## src/rtl/exe_mem_stage_skid.sv

```systemverilog
// EXE->MEM pipeline stage with a valid/ready handshake and a 2-entry skid buffer.
// in_ready and occupancy are registered, so MEM back-pressure never reaches EXE combinationally.
module exe_mem_stage_skid #(
  parameter int unsigned DATA_W        = 32,
  parameter int unsigned DST_W         = 5,
  parameter int unsigned CTRL_W        = 9,
  parameter int unsigned WE_BIT        = 3,
  parameter bit          ZERO_DST_KILL = 1'b1
) (
  input  logic              clk,
  input  logic              rst_n,
  input  logic              flush,
  input  logic              in_valid,
  output logic              in_ready,
  input  logic [DATA_W-1:0] in_result,
  input  logic [DATA_W-1:0] in_store,
  input  logic [DST_W-1:0]  in_dst,
  input  logic [CTRL_W-1:0] in_ctrl,
  output logic              out_valid,
  input  logic              out_ready,
  output logic [DATA_W-1:0] out_result,
  output logic [DATA_W-1:0] out_store,
  output logic [DST_W-1:0]  out_dst,
  output logic [CTRL_W-1:0] out_ctrl,
  output logic [1:0]        occupancy
);

  localparam int unsigned PayW = 2 * DATA_W + DST_W + CTRL_W;

  typedef enum logic [1:0] {
    StEmpty = 2'd0,
    StOne   = 2'd1,
    StFull  = 2'd2
  } state_e;

  state_e            state_q, state_d;
  logic [PayW-1:0]   main_q, main_d;
  logic [PayW-1:0]   skid_q, skid_d;
  logic              in_ready_q, in_ready_d;
  logic [1:0]        occ_q, occ_d;
  logic [CTRL_W-1:0] cap_ctrl;
  logic [PayW-1:0]   in_pay;
  logic              valid_int;
  logic              acc;
  logic              drn;

  // Writes to r0 are dropped at capture so MEM/WB never see a live enable for them.
  always_comb begin
    cap_ctrl = in_ctrl;
    if (ZERO_DST_KILL && (in_dst == '0)) begin
      cap_ctrl[WE_BIT] = 1'b0;
    end
  end

  assign in_pay    = {in_result, in_store, in_dst, cap_ctrl};
  assign valid_int = (state_q != StEmpty);
  assign acc       = in_valid & in_ready_q;
  assign drn       = valid_int & out_ready;

  always_comb begin
    state_d = state_q;
    main_d  = main_q;
    skid_d  = skid_q;
    if (flush) begin
      state_d = StEmpty;
    end else begin
      case (state_q)
        StEmpty: begin
          if (acc) begin
            main_d  = in_pay;
            state_d = StOne;
          end
        end
        StOne: begin
          if (acc && drn) begin
            main_d = in_pay;
          end else if (acc) begin
            skid_d  = in_pay;
            state_d = StFull;
          end else if (drn) begin
            state_d = StEmpty;
          end
        end
        StFull: begin
          if (drn) begin
            main_d  = skid_q;
            state_d = StOne;
          end
        end
        default: state_d = StEmpty;
      endcase
    end
  end

  always_comb begin
    in_ready_d = (state_d != StFull);
    case (state_d)
      StOne:   occ_d = 2'd1;
      StFull:  occ_d = 2'd2;
      default: occ_d = 2'd0;
    endcase
  end

  always_ff @(posedge clk or negedge rst_n) begin
    if (!rst_n) begin
      state_q    <= StEmpty;
      main_q     <= '0;
      skid_q     <= '0;
      in_ready_q <= 1'b1;
      occ_q      <= 2'd0;
    end else begin
      state_q    <= state_d;
      main_q     <= main_d;
      skid_q     <= skid_d;
      in_ready_q <= in_ready_d;
      occ_q      <= occ_d;
    end
  end

  assign in_ready   = in_ready_q;
  assign occupancy  = occ_q;
  assign out_valid  = valid_int;
  assign out_result = main_q[PayW-1 -: DATA_W];
  assign out_store  = main_q[DST_W + CTRL_W +: DATA_W];
  assign out_dst    = main_q[CTRL_W +: DST_W];
  // Bubbles carry no control, so no write can fire from an empty stage.
  assign out_ctrl   = valid_int ? main_q[CTRL_W-1:0] : '0;

endmodule

```

## config.mk

```make
export PLATFORM = sky130hd
export DESIGN_NAME = exe_mem_stage_skid
export DESIGN_NICKNAME = d
export VERILOG_FILES = /design/src/rtl/exe_mem_stage_skid.sv
export SDC_FILE = /design/constraint.sdc
export NUM_CORES = 1
export LEC_CHECK = 0
export ABC_AREA = 1
export CORE_ASPECT_RATIO = 2
export CORE_MARGIN = 2
export CORE_UTILIZATION = 51
export DETAILED_ROUTE_END_ITERATION = 10
export PLACE_DENSITY = 0.88
export SLEW_MARGIN = 20
export SYNTH_ARGS = -nofsm -noshare
export SYNTH_HDL_FRONTEND = slang
export SYNTH_SLANG_ARGS = --single-unit
```

## constraint.sdc

```tcl
create_clock -name clk -period 1.85 [get_ports clk]
set_input_delay 0.185 -clock clk [delete_from_list [all_inputs] [get_ports clk]]
set_output_delay 0.185 -clock clk [all_outputs]
set_load 0.05 [all_outputs]
```

==> flow_summary.yaml <==
finish:
  layout_common_cells: "528 x nand2_1, 160 x dfrtp_1, 146 x clkdlybuf4s50_1"
  drive_gt1_share_pct: 6.62
  final_common_cell: "nand2_1"
  num-nets-final: 1157
  area_growth_syn_to_layout_pct: 24.6
  antenna_cells: 0
  finalNonFillerCells: 1282
  postLayoutCellArea_um2: 9550
  fill_cells: 1217
worst_setup_path:
  worst_ep_required_time_ps: 1660
  cp_slowest_cell: "clkdlybuf4s50_1"
  crit_buf_inv: 1
  worstPathArrival_ps: 1630
  crit_fanout: 2
  slowest_delay_ps: 840
  critical-path-top-delay-family: "buffers and inverters"
  worst-setup-path-type: "flip-flop to primary output"
  end_kind: "primary output"
  path_cells: "clkdlybuf4s50_1"
  startpoint_type: "flip-flop"
logic_synthesis:
  yosys-top-cells-area: "dfrtp_1 52%, nand2_1 26%, buf_4 7.6%"
  ys_ff_latch: 161
  synth_edf_count: 0
  ys_seq_area_share_pct: 52.6
  post-synth-top-area-cell: "dfrtp_1"
  yosysTopAreaCellShare_pct: 52.2
  synthesis.nets: 1074
  syn_avg_cell_area_um2: 7.74
  syn_inst: 991
  synth_area_um2: 7670
  synthDistinctLibCells: 21
  synth-main-ff-cell: "dfrtp_1"
  synthArstFlopShare_pct: 100
  synth_warnings: 0
pwr:
  powerDensity_nw_per_um2: 1210
  seqPwrFrac_pct: 41.5
  switching_share_pct: 35.9
  pwr-share-clk_pct: 29.3
  pwr-share-comb_pct: 29.2
  p_leak_nw: 4.97
  ir_drop_uv: 728
  switchingPower_mw: 4.15
  p_int_mw: 7.43
timing:
  hold_slack_ps: 263
  hold_viol_final: 0
  setup_viol: 0
  max_freq_mhz: 550
  timing.final.crit_share_pct: 98.3
  finalCriticalPeriod_ps: 1820
  clock_skew_ps: 7.95
  maxSlewViolCount: 0
  worstMarginPinSlew_ps: 551
  max_slew_margin_pct: 63.1
  rsz0062_at_grt: "false"
  tns_ps: 0
place:
  gp_congestion: 0.837
  place_inst: 1249
  dpl_cell_area_um2: 8960
  io_buffers: 164
  hpwl_mm: 12.2
clock_network:
  path_clk_slew_ps: 60
  cts_buffer_depth: 2
  cts_max_level: 4
  cts-root-buf: "clkbuf_16"
  cts_buffers: 17
  insertion_delay_ps: 430
  cts.sinks: 161
  cts_tree: "built"
run_status:
  status: "finished clean"
routing:
  routed_wl_mm: 18.2
  wl_per_cell_um: 14.2
  first_iter_violations: 478
  wl_met3_um: 787
  firstDrtPassIters: 6
  antenna_left: 0
  drc: 0
  vias_per_cell: 4.96
  dr_total_vias: 6358
  wl_met2_mm: 9.71
  dr.max_layer_used: "met4"
  wl_met1_mm: 6.96
global_routing:
  grt_pass1_wl_mm: 30.3
  grt_pass1_vias: 6401
  grt_max_degree: 85
  antenna_found_initial: 0
  grt_overflow_total: 0
  grt_usage_pct: 23.6
floorplanning:
  die_area_um2: 16100
  die_w_um: 90.7
  die_h_um: 177
  core_area_um2: 14700
  start_util_pct: 52.0
  rows: 63
  pin_count: 165
hold_path:
  hp-class: "input port to async pin"
job:
  max_cap_violations: 0
sequential cells by signal, summed over array words and instances, names as in the netlist:
register and flops:
in_ready 1, main_q 78, occupancy 2, skid_q 78
state_q 2
cells in the mapped netlist, types with 4 or more instances:
library cell	n
buf_2	16
buf_4	78
buf_6	7
clkbuf_1	16
dfrtp_1	160
inv_1	59
inv_2	5
nand2_1	528
nand3_1	4
nor2_1	17
o21ai_0	60
o21ai_1	32
final timing paths:
kind / startpoint / endpoint / slack [ps] / cells past startpoint
max in group asynchronous: rst_n / in_ready / 950 / 3
max reg2reg: in_ready / skid_q[30] / 210 / 6
max: main_q[71] / out_result[25] / 30 / 1
min reg2reg: main_q[65] / main_q[65] / 480 / 2
min in group clk: in_store[15] / skid_q[29] / 320 / 3
min: rst_n / main_q[65] / 260 / 2
cell type report:
cell class / instances / area (um2) / share of cell area (%)
multi-input cells: 648 / 2610 / 27.3
inverters: 64 / 240 / 2.51
clock inverters: 14 / 131 / 1.38
well taps: 195 / 244 / 2.55
clock buffers: 18 / 439 / 4.60
flip-flops and latches: 161 / 4030 / 42.2
repair buffers: 182 / 1860 / 19.5
cell families (layout without fill, tap and decap cells):
group / Yosys count / count (layout) / share of synthesized area (%)
flops: 161 / 161 / 52.6
compound gates: 93 / 93 / 6.10
simple gates: 555 / 555 / 27.6
buf+inv: 182 / 278 / 13.7
routing by layer:
layer,vias to the layer above,track usage [%]
met1,3013,26.5
met5,-,0
met4,0,11.7
met2,198,42.8
li1,3097,-
met3,50,4.20
metrics by stage:
| step | power [mW] | utilization, % | setup WS [ps] |
|---|---|---|---|
| finish | 11.6 | 64.8 | 30.6 |
| global route | 12.2 | 64.8 | 7.08 |
| CTS | 11.7 | 64.7 | 5.26 |
| detailed placement | 8.25 | 60.8 | 99.3 |
| global placement | 8.14 | 60.8 | 124 |
| floorplan | 7.41 | - | 166 |
power by group through the flow:
stage	combinational (mW)	clock, mW	sequential [mW]
finish	3.38	3.39	4.81
global route	3.64	3.61	4.91
CTS	3.41	3.46	4.80
detailed placement	3.40	0	4.85
global placement	3.32	0	4.82
floorplan	2.68	0	4.73
repair_timing:
action                                 in CTS  in global routing
gates cloned                                0                  0
setup endpoints to repair                   1                  4
endpoints found under the hold margin      43                  0
resized for setup                           1                  4
pin swaps                                   0                  0
setup buffers                               0                  0
hold buffers                                1                  0
Power figures use the tool's default switching activity.
